File: config.mk
export PLATFORM = sky130hd
export DESIGN_NAME = cmp_share_arbiter_flat
export DESIGN_NICKNAME = d
export VERILOG_FILES = /design/src/rtl/cmp_share_arbiter_if.sv /design/src/rtl/cmp_share_arbiter.sv /design/src/flat_wrapper.sv
export SDC_FILE = /design/constraint.sdc
export NUM_CORES = 1
export LEC_CHECK = 0
export ABC_AREA = 1
export BUFFER_PORTS_ARGS = -buffer_cell sky130_fd_sc_hd__buf_4
export CORE_MARGIN = 4
export CORE_UTILIZATION = 42
export DETAILED_ROUTE_END_ITERATION = 8
export PLACE_DENSITY = 0.69
export SLEW_MARGIN = 20
export SYNTH_ARGS = -nofsm -noshare
export SYNTH_HDL_FRONTEND = slang
export SYNTH_HIERARCHICAL = 1
export SYNTH_SLANG_ARGS = --single-unit
File: constraint.sdc
create_clock -name clk -period 2.45 [get_ports clk]
set_input_delay 0.245 -clock clk [delete_from_list [all_inputs] [get_ports clk]]
set_output_delay 0.245 -clock clk [all_outputs]
set_load 0.02 [all_outputs]
File: src/rtl/cmp_share_arbiter_if.sv
// Request/response bundle between the requesters, the consumer and the
// shared comparator arbiter.
interface cmp_share_arbiter_if #(
    parameter int BITS = 8,
    parameter int N    = 4,
    parameter int IDW  = 2
);
    logic [N-1:0]      req_valid;
    logic [N*BITS-1:0] req_a;
    logic [N*BITS-1:0] req_b;
    logic [N*3-1:0]    req_op;
    logic [N-1:0]      req_ready;
    logic              resp_valid;
    logic              resp_ready;
    logic [IDW-1:0]    resp_id;
    logic              resp_result;
    logic              resp_err;
    logic              busy;

    // Arbiter side
    modport slave (
        input  req_valid, req_a, req_b, req_op, resp_ready,
        output req_ready, resp_valid, resp_id, resp_result, resp_err, busy
    );

    // Requester / consumer side
    modport master (
        output req_valid, req_a, req_b, req_op, resp_ready,
        input  req_ready, resp_valid, resp_id, resp_result, resp_err, busy
    );
endinterface

File: src/rtl/cmp_share_arbiter.sv
// Round-robin front end that lets N requesters share a single unsigned
// magnitude/equality comparator. One comparison in flight at a time.
//
// state  | meaning
// IDLE   | waiting for a request; grants the round-robin winner
// EVAL   | comparator sees registered operands; result is captured
// RESP   | result held on resp_* until the consumer accepts it

module comparator #(
    parameter int BITS = 8
) (
    input  logic [BITS-1:0] i_a,
    input  logic [BITS-1:0] i_b,
    output logic            o_eq,
    output logic            o_neq,
    output logic            o_lt,
    output logic            o_lte,
    output logic            o_gt,
    output logic            o_gte
);
    assign o_eq  = (i_a == i_b);
    assign o_neq = (i_a != i_b);
    assign o_lt  = (i_a <  i_b);
    assign o_lte = (i_a <= i_b);
    assign o_gt  = (i_a >  i_b);
    assign o_gte = (i_a >= i_b);
endmodule

module cmp_share_arbiter #(
    parameter int BITS = 8,
    parameter int N    = 4,
    parameter int IDW  = 2
) (
    input  logic              clk,
    input  logic              rst_n,
    cmp_share_arbiter_if.slave bus
);
    typedef enum logic [1:0] {
        S_IDLE = 2'd0,
        S_EVAL = 2'd1,
        S_RESP = 2'd2
    } state_t;

    state_t          r_state;
    logic [IDW-1:0]  r_rr_ptr;
    logic [BITS-1:0] r_a;
    logic [BITS-1:0] r_b;
    logic [2:0]      r_op;
    logic [IDW-1:0]  r_resp_id;
    logic            r_resp_result;
    logic            r_resp_err;
    logic            r_resp_valid;
    logic            r_busy;

    logic            w_any;
    logic [IDW-1:0]  w_win;
    logic [IDW-1:0]  w_next_ptr;
    logic [N-1:0]    w_req_ready;
    logic [IDW:0]    w_sum;
    logic [IDW:0]    w_inc;
    logic [IDW-1:0]  w_idx;
    logic            w_eq, w_neq, w_lt, w_lte, w_gt, w_gte;
    logic            w_result;
    logic            w_err;

    comparator #(.BITS(BITS)) u_cmp (
        .i_a   (r_a),
        .i_b   (r_b),
        .o_eq  (w_eq),
        .o_neq (w_neq),
        .o_lt  (w_lt),
        .o_lte (w_lte),
        .o_gt  (w_gt),
        .o_gte (w_gte)
    );

    // Winner search: scan offsets from far to near so the nearest set bit
    // at or above rr_ptr (wrapping modulo N) is the last one to land.
    always_comb begin
        w_any = |bus.req_valid;
        w_win = '0;
        w_sum = '0;
        w_idx = '0;
        for (int k = N - 1; k >= 0; k--) begin
            w_sum = {1'b0, r_rr_ptr} + (IDW+1)'(k);
            if (w_sum >= (IDW+1)'(N)) begin
                w_sum = w_sum - (IDW+1)'(N);
            end
            w_idx = w_sum[IDW-1:0];
            if (bus.req_valid[w_idx]) begin
                w_win = w_idx;
            end
        end
    end

    // Pointer advances to the slot after the winner, wrapping at N.
    always_comb begin
        w_inc      = {1'b0, w_win} + (IDW+1)'(1);
        w_next_ptr = w_inc[IDW-1:0];
        if (w_inc >= (IDW+1)'(N)) begin
            w_next_ptr = '0;
        end
    end

    // Grant pulse: only in IDLE, only the winner.
    always_comb begin
        w_req_ready = '0;
        if (r_state == S_IDLE && w_any) begin
            w_req_ready = N'(1) << w_win;
        end
    end

    // Relation decode from the shared comparator; codes 6/7 flag an error.
    always_comb begin
        w_result = 1'b0;
        w_err    = 1'b0;
        case (r_op)
            3'd0:    w_result = w_eq;
            3'd1:    w_result = w_neq;
            3'd2:    w_result = w_lt;
            3'd3:    w_result = w_lte;
            3'd4:    w_result = w_gt;
            3'd5:    w_result = w_gte;
            default: w_err    = 1'b1;
        endcase
    end

    // Sequencer: grant/latch, evaluate, hold result until accepted.
    always_ff @(posedge clk) begin
        if (!rst_n) begin
            r_state       <= S_IDLE;
            r_rr_ptr      <= '0;
            r_a           <= '0;
            r_b           <= '0;
            r_op          <= '0;
            r_resp_id     <= '0;
            r_resp_result <= 1'b0;
            r_resp_err    <= 1'b0;
            r_resp_valid  <= 1'b0;
            r_busy        <= 1'b0;
        end else begin
            case (r_state)
                S_IDLE: begin
                    if (w_any) begin
                        r_a       <= bus.req_a[w_win*BITS +: BITS];
                        r_b       <= bus.req_b[w_win*BITS +: BITS];
                        r_op      <= bus.req_op[w_win*3 +: 3];
                        r_resp_id <= w_win;
                        r_rr_ptr  <= w_next_ptr;
                        r_busy    <= 1'b1;
                        r_state   <= S_EVAL;
                    end
                end
                S_EVAL: begin
                    r_resp_result <= w_result;
                    r_resp_err    <= w_err;
                    r_resp_valid  <= 1'b1;
                    r_state       <= S_RESP;
                end
                S_RESP: begin
                    if (bus.resp_ready) begin
                        r_resp_valid <= 1'b0;
                        r_busy       <= 1'b0;
                        r_state      <= S_IDLE;
                    end
                end
                default: begin
                    r_resp_valid <= 1'b0;
                    r_busy       <= 1'b0;
                    r_state      <= S_IDLE;
                end
            endcase
        end
    end

    assign bus.req_ready   = w_req_ready;
    assign bus.resp_valid  = r_resp_valid;
    assign bus.resp_id     = r_resp_id;
    assign bus.resp_result = r_resp_result;
    assign bus.resp_err    = r_resp_err;
    assign bus.busy        = r_busy;
endmodule

File: src/flat_wrapper.sv
// flat-port wrapper written by rule: the top's interface ports become plain ports
module cmp_share_arbiter_flat 
#(
    parameter int BITS = 8,
    parameter int N    = 4,
    parameter int IDW  = 2
)
  (clk, rst_n, bus_req_valid, bus_req_a, bus_req_b, bus_req_op, bus_resp_ready, bus_req_ready, bus_resp_valid, bus_resp_id, bus_resp_result, bus_resp_err, bus_busy);
  cmp_share_arbiter_if #(.BITS(BITS), .N(N), .IDW(IDW)) bus_i ();
  input  logic clk;
  input  logic rst_n;
  input wire logic [$bits(bus_i.req_valid)-1:0] bus_req_valid;
  input wire logic [$bits(bus_i.req_a)-1:0] bus_req_a;
  input wire logic [$bits(bus_i.req_b)-1:0] bus_req_b;
  input wire logic [$bits(bus_i.req_op)-1:0] bus_req_op;
  input wire logic [$bits(bus_i.resp_ready)-1:0] bus_resp_ready;
  output wire logic [$bits(bus_i.req_ready)-1:0] bus_req_ready;
  output wire logic [$bits(bus_i.resp_valid)-1:0] bus_resp_valid;
  output wire logic [$bits(bus_i.resp_id)-1:0] bus_resp_id;
  output wire logic [$bits(bus_i.resp_result)-1:0] bus_resp_result;
  output wire logic [$bits(bus_i.resp_err)-1:0] bus_resp_err;
  output wire logic [$bits(bus_i.busy)-1:0] bus_busy;
  assign bus_i.req_valid = bus_req_valid;
  assign bus_i.req_a = bus_req_a;
  assign bus_i.req_b = bus_req_b;
  assign bus_i.req_op = bus_req_op;
  assign bus_i.resp_ready = bus_resp_ready;
  assign bus_req_ready = bus_i.req_ready;
  assign bus_resp_valid = bus_i.resp_valid;
  assign bus_resp_id = bus_i.resp_id;
  assign bus_resp_result = bus_i.resp_result;
  assign bus_resp_err = bus_i.resp_err;
  assign bus_busy = bus_i.busy;
  cmp_share_arbiter #(.BITS(BITS), .N(N), .IDW(IDW)) u_core (.clk(clk), .rst_n(rst_n), .bus(bus_i));
endmodule
Word level (Yosys, flattened, before mapping):

Cells that the tools add are included.

* add/subtract/negate cells: 8
* multipliers: 1
* divide/modulo/power cells: 0
* order comparisons: 13
* equality and inequality tests: 11
* shift operators: 4
* muxes and demuxes: 27
* bitwise logic cells: 2
* reductions and logical operators: 9

Operator list (count)
* 32-bit by 6-bit indexed part select with 8-bit output: 2
* 2-bit two-way mux: 11
* 3-bit >= comparator (second input constant): 4
* 2-bit by 3-bit < comparator with 1-bit output (second input constant): 4
* 12-bit by 5-bit indexed part select with 3-bit output: 1
* 1-bit binary-select mux with 2-bit select: 4
* 8-bit == test: 1
* 8-bit >= comparator: 1
* 8-bit > comparator: 1
* 8-bit less-or-equal comparator: 1
* 8-bit < comparator: 1
* 8-bit != test: 1
* 2-bit by 1-bit subtractor with 2-bit output (second input constant): 4
* 1-bit two-way mux: 7
* 2-bit by 1-bit adder with 3-bit output (second input constant): 2
* 2-bit by 2-bit adder with 3-bit output (second input constant): 2
* 3-bit by 2-bit == test with 1-bit output (second input constant): 2
* 3-bit == test (second input constant): 2
* 1-bit one-hot mux with 3 select lines: 2
* 1-bit one-hot mux with 6 select lines: 1
* 2-bit one-hot mux with 3 select lines: 1
* 2-bit AND reduction: 3
* 6-bit OR reduction: 1
* 2-bit by 2-bit multiplier with 4-bit output (second input constant): 1
* 14 further kinds: 15

* flip-flop bits (word level): 29
* bits in latches: 0
* RAM bits: 0
* memory bits (read-only): 0
* input bits: 83
* output and inout bits: 10
* word-level logic and storage cells: 85
* memories kept: 0

Logic depth before layout (Yosys ltp):

Gate-level depths: netlist of the first run.

* depth after elaboration: 12
* mapped depth: 16
* depth with buffers taken out: 16

By module:

Netlist of the first run, hierarchy kept.

By module, submodules not included
* cmp_share_arbiter: instances 1, cells an instance 426, area each 2354.8 µm², sequential area each 580.6 µm²
* comparator: instances 1, cells an instance 40, area each 266.5 µm², sequential area each 0.0 µm²

Worst setup path after synthesis of the first run:

No wires, ideal clock.

* path kind: register -> output
* start point: register u_core.r_rr_ptr[0]
* end point: output bus_req_ready[3]
* arrival: 1629 ps
* data required time: 2205 ps
* setup slack: 576 ps
* stages on the path, launching flop included: 11
* path buffers: 2
* cells stage by stage: dfxtp_1 > buf_6 > o21ai_0 > nand2_2 > nand3_2 > nand3_2 > nand2_2 > buf_2 > ha_1 > inv_1 > nor2_1

* longest elaborated chain between the ends: 11
* elaborated cells between the ends (all ways): 29
* classes of those cells: add/sub: 7; order compare: 4; shift: 1; mux: 17

RTL lines
* start, declared: line cmp_share_arbiter.sv:45 `logic [IDW-1:0] r_rr_ptr;`
* start signal, assigned: line cmp_share_arbiter.sv:149 `r_rr_ptr <= w_next_ptr;`
* 2-bit by 2-bit adder with 3-bit output: line cmp_share_arbiter.sv:85 `w_sum = {1'b0, r_rr_ptr} + (IDW+1)'(k);`
* 3-bit >= comparator or 2-bit by 1-bit subtractor with 2-bit output (tied branches): line cmp_share_arbiter.sv:86, cmp_share_arbiter.sv:87
* 2-bit two-way mux: line cmp_share_arbiter.sv:86 `if (w_sum >= (IDW+1)'(N)) begin`
* 1-bit binary-select mux with 2-bit select: line cmp_share_arbiter.sv:90 `if (bus.req_valid[w_idx]) begin`
* 1-bit two-way mux (not written as such): line cmp_share_arbiter.sv:90
* 2-bit two-way mux (3 in series): line cmp_share_arbiter.sv:90
* 2-bit two-way mux *: line cmp_share_arbiter.sv:90
* 1-bit by 2-bit << shifter with 4-bit output *: line cmp_share_arbiter.sv:109 `w_req_ready = N'(1) << w_win;`
* 4-bit two-way mux *: line cmp_share_arbiter.sv:108 `if (r_state == S_IDLE && w_any) begin`
* end, declared: line flat_wrapper.sv:17 `output wire logic [$bits(bus_i.req_ready)-1:0] bus_req_ready;`

Mark *: on every way between the ends. The rest lies on a longest branch, timed or not. The select of a mux whose other input is x is not followed.

Worst setup path in the final report of the first run:

Ends and elaborated chain as after synthesis.

==> results of run 1 <==
## flip-flops by register name, summed over array words and instances, names as in the netlist
name / flops
u_core/bus.resp_result: 1
u_core/bus.resp_id: 2
u_core/r_op: 3
u_core/bus.resp_err: 1
u_core/r_state: 2
u_core/r_rr_ptr: 2
u_core/r_b: 8
u_core/bus.busy: 1
u_core/r_a: 8
u_core/bus.resp_valid: 1
## routing by layer
metal  global-route usage, %  part of all wire (%)  vias up
met5                       0                     0        -
met4                    6.09                   1.5        0
met3                    3.88                   7.9        9
met2                    31.2                    43      112
met1                    26.4                    48     1250
li1                        -                     -     1567
## stage by stage
step	cells	hold WS (ns)	instance area, um2	total power, mW
2_1_floorplan	466	0.383	2620	2.89
3_5_place_dp	616	0.464	3290	3.41
4_1_cts	624	0.250	3390	3.86
6_report	624	0.248	3400	3.86
3_3_place_gp	616	0.450	3290	3.36
5_1_grt	624	0.280	3400	4.27
## how the worst max path moves through the flow
stage / start / end / slack (ns) / cells past startpoint
CTS: u_core/r_rr_ptr[0] / bus_req_ready[3] / 0.13 / 12
global placement: u_core/r_rr_ptr[0] / u_core/r_op[2] / 0.41 / 14
global route: u_core/r_rr_ptr[0] / bus_req_ready[0] / 0.15 / 10
floorplan: u_core/r_rr_ptr[0] / bus_req_ready[3] / 0.58 / 10
finish: u_core/r_rr_ptr[0] / bus_req_ready[3] / 0.29 / 12
detailed placement: u_core/r_rr_ptr[0] / u_core/r_op[2] / 0.26 / 14
## worst register-to-register path, cell delays in order (launching register included)
cell,delay [ns]
sky130_fd_sc_hd__dfxtp_2,0.45
sky130_fd_sc_hd__inv_1,0.11
sky130_fd_sc_hd__nand2_1,0.11
sky130_fd_sc_hd__nand3_1,0.11
sky130_fd_sc_hd__nand2_1,0.11
sky130_fd_sc_hd__nand3_2,0.08
sky130_fd_sc_hd__nand2_1,0.08
sky130_fd_sc_hd__nand2_2,0.06
sky130_fd_sc_hd__nand2_2,0.08
sky130_fd_sc_hd__buf_4,0.34
sky130_fd_sc_hd__nand2_1,0.11
sky130_fd_sc_hd__nand3_1,0.09
sky130_fd_sc_hd__nand3_1,0.12
sky130_fd_sc_hd__nand2_1,0.09
sky130_fd_sc_hd__inv_1,0.04
## area by class of cell
| cell class | instances | area [um2] |
|---|---|---|
| Fill cell | 621 | 2590 |
| Multi-Input combinational cell | 285 | 1400 |
| Timing Repair Buffer | 98 | 736 |
| Sequential cell | 29 | 582 |
| Inverter | 129 | 485 |
| Clock buffer | 7 | 96.3 |
| Tap cell | 75 | 93.8 |
| Clock inverter | 1 | 5.00 |
## power by group through the flow
stage                     clock network (mW)  registers [mW]  logic (mW)
after global placement                     0           0.766        2.60
after CTS                              0.445           0.767        2.65
final                                  0.437           0.769        2.65
after global routing                   0.466           0.786        3.02
after floorplan                            0           0.752        2.14
after detailed placement                   0           0.774        2.64
## cells in the mapped netlist
library cell	number	share of area, %
sky130_fd_sc_hd__a211oi_1	1	0.29
sky130_fd_sc_hd__a21o_1	1	0.29
sky130_fd_sc_hd__a21oi_1	12	2.3
sky130_fd_sc_hd__a21oi_2	1	0.33
sky130_fd_sc_hd__buf_2	9	1.7
sky130_fd_sc_hd__buf_4	2	0.57
sky130_fd_sc_hd__buf_6	7	3.0
sky130_fd_sc_hd__clkbuf_1	5	0.72
sky130_fd_sc_hd__clkinv_2	1	0.19
sky130_fd_sc_hd__dfxtp_1	29	22
sky130_fd_sc_hd__ha_1	9	4.3
sky130_fd_sc_hd__inv_1	127	18
sky130_fd_sc_hd__inv_2	1	0.14
sky130_fd_sc_hd__nand2_1	88	13
sky130_fd_sc_hd__nand2_2	6	1.4
sky130_fd_sc_hd__nand3_1	102	19
sky130_fd_sc_hd__nand3_2	2	0.76
sky130_fd_sc_hd__nand3b_1	1	0.29
sky130_fd_sc_hd__nand4_4	1	0.81
sky130_fd_sc_hd__nor2_1	46	6.6
sky130_fd_sc_hd__nor2_2	1	0.24
sky130_fd_sc_hd__nor2_4	1	0.43
sky130_fd_sc_hd__nor4_1	1	0.24
sky130_fd_sc_hd__o211ai_1	4	1.1
sky130_fd_sc_hd__o21ai_0	5	0.95
sky130_fd_sc_hd__o21ai_1	1	0.19
sky130_fd_sc_hd__o32ai_1	1	0.33
sky130_fd_sc_hd__xnor2_1	1	0.33
## repair_timing
item / in CTS / in global routing
resized for setup: 0 / 1
endpoints found under the setup margin: 0 / 2
hold buffers: 0 / 0
hold endpoints to repair: 0 / 0
## logic make-up (layout without fill, tap and decap cells)
| kind of cell | Yosys count | in the layout | share of synthesized area [%] |
|---|---|---|---|
| xor gates and xnor gates | 1 | 1 | 0.334 |
| AOI/OAI and AO/OA | 26 | 26 | 5.82 |
| adders and majority gates | 9 | 9 | 4.30 |
| and+or+nand+nor | 249 | 249 | 42.9 |
| DFF | 29 | 29 | 22.1 |
| buffers and inverters | 152 | 235 | 24.5 |
==> tab_implementation.tex, run 1 <==
\begin{tabular}{lr}
\hline
Metric & Value \\
\hline
\multicolumn{2}{l}{\textbf{GRT}} \\
Grt ovf & 0 \\
Vias in the first global route & 2892 \\
Global-route usage over all layers & 19.5\% \\
Largest net degree at the start of global routing & 39 \\
Wire length of the first global-routing pass & 12200 um \\
Antenna violations before repair & 0 \\
\multicolumn{2}{l}{\textbf{Layout}} \\
Commonest cells after routing, fill and taps aside & sky130\_fd\_sc\_hd\_\_inv\_1 (127), sky130\_fd\_sc\_hd\_\_nand3\_1 (102), sky130\_fd\_sc\_hd\_\_buf\_4 (98) \\
Utilization after layout & between 50\% and 60\% \\
Nets & 640 \\
Diode insertion count for antenna repair & 0 \\
Share of layout cells above drive strength 1 & 22.0\% \\
Most common cell after layout, fill and taps aside & sky130\_fd\_sc\_hd\_\_inv\_1 \\
Layout area overhead & 29.5\% \\
\multicolumn{2}{l}{\textbf{Worst hold path}} \\
Cell count of the worst hold path & 3 \\
Tightest Hold Check Type & in -> reg \\
Worst min-delay path endpoint & u\_core/bus.resp\_id[1] \\
Hold wc startpoint & rst\_n \\
\multicolumn{2}{l}{\textbf{Critical path}} \\
R2r endpoint & u\_core/r\_op[1] \\
Crit Reg-Reg Startpoint & u\_core/r\_rr\_ptr[0] \\
CP max FO & 12 \\
Setup slack of the worst register-to-register path & just under 0.4 ns \\
Element type at the critical path end & output port \\
Class of the most critical setup path & reg -> out \\
Kind of cell with the highest combined delay on the critical path & simple AND/OR/NAND/NOR gates \\
Ordered list of cells on the worst path & inv\_1 > nand2\_1 > nand3\_1 > nand2\_1 > nand3\_2 > nand2\_1 > nand2\_2 > nand2\_2 > ha\_1 > inv\_1 > nor2\_1 > buf\_4 \\
Cells on worst reg2reg path & 14 \\
Cell seen most often among critical-path stages & sky130\_fd\_sc\_hd\_\_nand2\_1 \\
Largest incremental delay on the critical path & 0.45 ns \\
Buffer and inverter count on the worst path & 3 \\
Critical Path Start Type & flip-flop \\
Data arrival time of the critical path & 1.91 ns \\
Data required time at the worst endpoint & 2.20 ns \\
Cell with the largest stage delay on the worst path & sky130\_fd\_sc\_hd\_\_dfxtp\_2 \\
\multicolumn{2}{l}{\textbf{Drt}} \\
Number of routed nets with antenna violations & 0 \\
Number of DRC markers in iteration 0 & 122 \\
DR vias & just under 3k \\
Final Routed Wirelength & 7080 um \\
1st-pass router iterations & 4 \\
DRC viols & 0 \\
Average wire length per cell after detail routing & 11.3 um \\
Per-cell via count in the routed design & 4.71 \\
\multicolumn{2}{l}{\textbf{Clocking}} \\
Clk Latency, worst-skew pair & about 0.28 ns \\
Clock tree sinks & 29 \\
Clock-pin slew of the registers on the worst-case setup and hold paths & 0.06 ns \\
Number of setup buffers added after CTS & 0 \\
Clock root cell & sky130\_fd\_sc\_hd\_\_clkbuf\_8 \\
TritonCTS clock tree & built \\
Clock tree buffer depth & 2 \\
H-tree Lvls & 2 \\
Num CTS Buffers & 5 \\
\multicolumn{2}{l}{\textbf{Power}} \\
Max rail drop VDD & roughly 0.62 mV \\
Leakage power total & 2.11 nW \\
Combinational fraction of design power & between 60\% and 70\% \\
Power per cell area & 1140 mW/mm2 \\
Design internal power & 1.89 mW \\
Clk pwr share & 11.3\% \\
Net switching power & 1.97 mW \\
Switching power as a share of total power & approximately half \\
Share of power burned in registers & 19.9\% \\
\multicolumn{2}{l}{\textbf{Timing}} \\
Min Tclk post-route & 2.16 ns \\
Ratio of final minimum period to clock period & between 80\% and 90\% \\
Slew of the pin with the lowest slew margin & 0.443 ns \\
Final critical-path setup slack & slightly below 0.3 ns \\
Aggregate negative setup slack & 0 ns \\
Final hold vios & 0 \\
Max frequency & 464 MHz \\
Maximum clock skew at final layout & 0.00766 ns \\
Unrepaired setup endpoints after global routing & no \\
Endpoints failing setup & 0 \\
Normalized max-slew margin & 70.4\% \\
Pins over their slew limit & 0 \\
\multicolumn{2}{l}{\textbf{Floorplan}} \\
Die Y-Extent & 87 um \\
Core ar. & between 0.005 and 0.006 mm2 \\
Die Area & roughly 0.0076 mm2 \\
Starting Density & 43.8\% \\
Chip Width & 87 um \\
Number of rows in the core area & 28 \\
Boundary pin count & 93 \\
\multicolumn{2}{l}{\textbf{Yosys}} \\
Post-synthesis cell type count & 28 \\
Post-synthesis instance area & 0.00262 mm2 \\
Register area share after synthesis & 22.1\% \\
Yosys warning count & 6 \\
Number of standard cells after synthesis & 466 \\
Post-synthesis sequential element count & 29 \\
Syn Area/Cell & about 5.6 um2 \\
Syn nets & 558 \\
\multicolumn{2}{l}{\textbf{Run status}} \\
Status & finished clean \\
\multicolumn{2}{l}{\textbf{Placement}} \\
Count of buffers inserted at the top-level ports & 92 \\
Final weighted congestion in routability-driven placement & 0.798 \\
Placement Setup Slack & 0.263 ns \\
HPWL Detailed & roughly 5500 um \\
\multicolumn{2}{l}{\textbf{Run}} \\
Number of violations of the max-capacitance limit & 0 \\
\hline
\end{tabular}
Note: power is estimated with default switching activity, not from simulation.
==> run 2: changes to the inputs <==
--- a/config.mk
+++ b/config.mk
@@ -8,9 +8,9 @@
 export ABC_AREA = 1
 export BUFFER_PORTS_ARGS = -buffer_cell sky130_fd_sc_hd__buf_4
 export CORE_MARGIN = 4
-export CORE_UTILIZATION = 42
+export CORE_UTILIZATION = 40
 export DETAILED_ROUTE_END_ITERATION = 8
-export PLACE_DENSITY = 0.69
+export PLACE_DENSITY = 0.66
 export SLEW_MARGIN = 20
 export SYNTH_ARGS = -nofsm -noshare
 export SYNTH_HDL_FRONTEND = slang
==> tab_implementation.tex, run 2 (same netlist as run 1, synthesis figures left out) <==
\begin{tabular}{lr}
\hline
Metric & Value \\
\hline
\multicolumn{2}{l}{\textbf{Layout}} \\
Commonest cells after routing, fill and taps aside & sky130\_fd\_sc\_hd\_\_inv\_1 (127), sky130\_fd\_sc\_hd\_\_nand3\_1 (102), sky130\_fd\_sc\_hd\_\_buf\_4 (97) \\
Non-filler instance count after layout & 626 (+0.32\%) \\
Most common cell after layout, fill and taps aside & sky130\_fd\_sc\_hd\_\_inv\_1 \\
Largest registers in the final layout & u\_core/r\_a x8, u\_core/r\_b x8, u\_core/r\_op x3 \\
Utilization after layout & 53.3\% (-3.4 points) \\
Diode insertion count for antenna repair & 0 (unchanged) \\
Layout area overhead & 29.1\% \\
Nets & 640 (unchanged) \\
Summed area of non-filler cells in the final layout & 0.00338 mm2 (-0.37\%) \\
Share of layout cells above drive strength 1 & 21.9\% (-0.18 points) \\
\multicolumn{2}{l}{\textbf{Floorplan}} \\
Die Y-Extent & 89.0 um (+2.2\%) \\
Die Area & 0.00791 mm2 (+4.5\%) \\
Chip Width & 89.0 um (+2.2\%) \\
Boundary pin count & 93 (unchanged) \\
Starting Density & 41.3\% (-2.5 points) \\
Core ar. & 0.00635 mm2 (+6.0\%) \\
Number of rows in the core area & 29 (+3.6\%) \\
\multicolumn{2}{l}{\textbf{Drt}} \\
Average wire length per cell after detail routing & 10.8 um (-4.7\%) \\
Number of DRC markers in iteration 0 & 93 (-24\%) \\
Number of routed nets with antenna violations & 0 (unchanged) \\
Final Routed Wirelength & 6770 um (-4.4\%) \\
DRC viols & 0 (unchanged) \\
1st-pass router iterations & 4 (unchanged) \\
Per-cell via count in the routed design & 4.72 (+0.26\%) \\
DR vias & 2955 (+0.58\%) \\
\multicolumn{2}{l}{\textbf{Placement}} \\
Final weighted congestion in routability-driven placement & 0.840 (+5.3\%) \\
Count of buffers inserted at the top-level ports & 92 (unchanged) \\
HPWL Detailed & 5320 um (-4.1\%) \\
Placed insts & 618 (+0.32\%) \\
Placed Instance Area & 0.00330 mm2 (about the same) \\
Placement Setup Slack & 0.305 ns (+0.0417 ns) \\
\multicolumn{2}{l}{\textbf{Clocking}} \\
Clock tree buffer depth & 2 (unchanged) \\
Number of setup buffers added after CTS & 0 (unchanged) \\
Quantity of gates resized following cts & 0 (unchanged) \\
Clk Latency, worst-skew pair & 0.28 ns (about the same) \\
H-tree Lvls & 2 (unchanged) \\
Clock tree sinks & 29 (unchanged) \\
Clock root cell & sky130\_fd\_sc\_hd\_\_clkbuf\_8 \\
TritonCTS clock tree & built \\
CTS Hold Buffers Added & 0 (unchanged) \\
Num CTS Buffers & 5 (unchanged) \\
Clock-pin slew of the registers on the worst-case setup and hold paths & 0.06 ns (about the same) \\
\multicolumn{2}{l}{\textbf{Timing}} \\
Maximum clock skew at final layout & 0.00633 ns (-0.00133 ns) \\
WHS & 0.254 ns (+0.00665 ns) \\
Unrepaired setup endpoints after global routing & no \\
Final hold vios & 0 (unchanged) \\
Max frequency & 452 MHz (-2.4\%) \\
Ratio of final minimum period to clock period & 90.2\% (+2.2 points) \\
Min Tclk post-route & 2.21 ns (+0.0534 ns) \\
Aggregate negative setup slack & 0 ns (unchanged) \\
Pins over their slew limit & 0 (unchanged) \\
Final critical-path setup slack & 0.240 ns (-0.0534 ns) \\
Endpoints failing setup & 0 (unchanged) \\
Slew of the pin with the lowest slew margin & 0.438 ns (-0.00417 ns) \\
Normalized max-slew margin & 70.7\% (+0.28 points) \\
\multicolumn{2}{l}{\textbf{GRT}} \\
Grt ovf & 0 (unchanged) \\
Antenna violations before repair & 0 (unchanged) \\
Wire length of the first global-routing pass & 11500 um (-5.7\%) \\
Global-route usage over all layers & 17.8\% (-1.7 points) \\
Largest net degree at the start of global routing & 39 (unchanged) \\
Vias in the first global route & 2740 (-5.3\%) \\
\multicolumn{2}{l}{\textbf{Critical path}} \\
Data required time at the worst endpoint & 2.20 ns (about the same) \\
CP max FO & 21 (+9) \\
Data arrival time of the critical path & 1.97 ns (+0.06 ns) \\
Critical Path Start Type & flip-flop \\
Element type at the critical path end & output port \\
Class of the most critical setup path & reg -> out \\
\multicolumn{2}{l}{\textbf{Power}} \\
Power per cell area & 1110 mW/mm2 (-1.8\%) \\
Max rail drop VDD & 0.604 mV (-2.8\%) \\
Leakage power total & 2.11 nW (-0.39\%) \\
Post-route total power & 3.77 mW (-2.2\%) \\
\multicolumn{2}{l}{\textbf{Run status}} \\
Status & finished clean \\
\multicolumn{2}{l}{\textbf{Run}} \\
Number of violations of the max-capacitance limit & 0 (unchanged) \\
\multicolumn{2}{l}{\textbf{Worst hold path}} \\
Tightest Hold Check Type & in -> reg \\
\hline
\end{tabular}
-- run 2: worst paths after layout --
| path | cells after the start | end | slack, ns | start |
|---|---|---|---|---|
| max | 11 | bus_req_ready[3] | 0.24 | u_core/r_rr_ptr[0] |
| min | 3 | u_core/r_rr_ptr[1] | 0.25 | rst_n |
| max reg2reg | 14 | u_core/r_op[1] | 0.42 | u_core/r_rr_ptr[0] |
| min reg2reg | 2 | u_core/bus.busy | 0.46 | u_core/bus.busy |
-- run 2: critical path: stages, from the launching register on --
cell and delay, ns:
sky130_fd_sc_hd__dfxtp_2 0.44, sky130_fd_sc_hd__nand2_1 0.07, sky130_fd_sc_hd__o21ai_1 0.12, sky130_fd_sc_hd__nand2_1 0.12, sky130_fd_sc_hd__nand3_1 0.09, sky130_fd_sc_hd__nand2_1 0.05
sky130_fd_sc_hd__nand2_1 0.09, sky130_fd_sc_hd__buf_6 0.21, sky130_fd_sc_hd__ha_1 0.17, sky130_fd_sc_hd__inv_1 0.04, sky130_fd_sc_hd__nor2_1 0.12, sky130_fd_sc_hd__buf_4 0.16
-- run 2: final cells by class --
type | instances | area [um2]
Fill cell | 646 | 2970
Multi-Input combinational cell | 285 | 1400
Tap cell | 77 | 96.3
Sequential cell | 29 | 582
Clock buffer | 6 | 72.6
Timing Repair Buffer | 98 | 739
Clock inverter | 2 | 10.0
Inverter | 129 | 485
-- run 2: metal layers --
layer	routed length, um	share of wire [%]	track usage, %	vias to the layer above
met5	0	0	0	-
met4	51	0.75	4.47	0
met3	437	6.5	3.32	7
met2	3210	47	30.5	98
met1	3070	45	23.2	1284
li1	-	-	-	1566
-- run 2: power by group --
group	internal, mW	leakage (nW)	switching [mW]
sequential	0.640	0.241	0.125
combinational	1.00	1.82	1.64
clock	0.196	0.0450	0.172
total	1.84	2.11	1.93
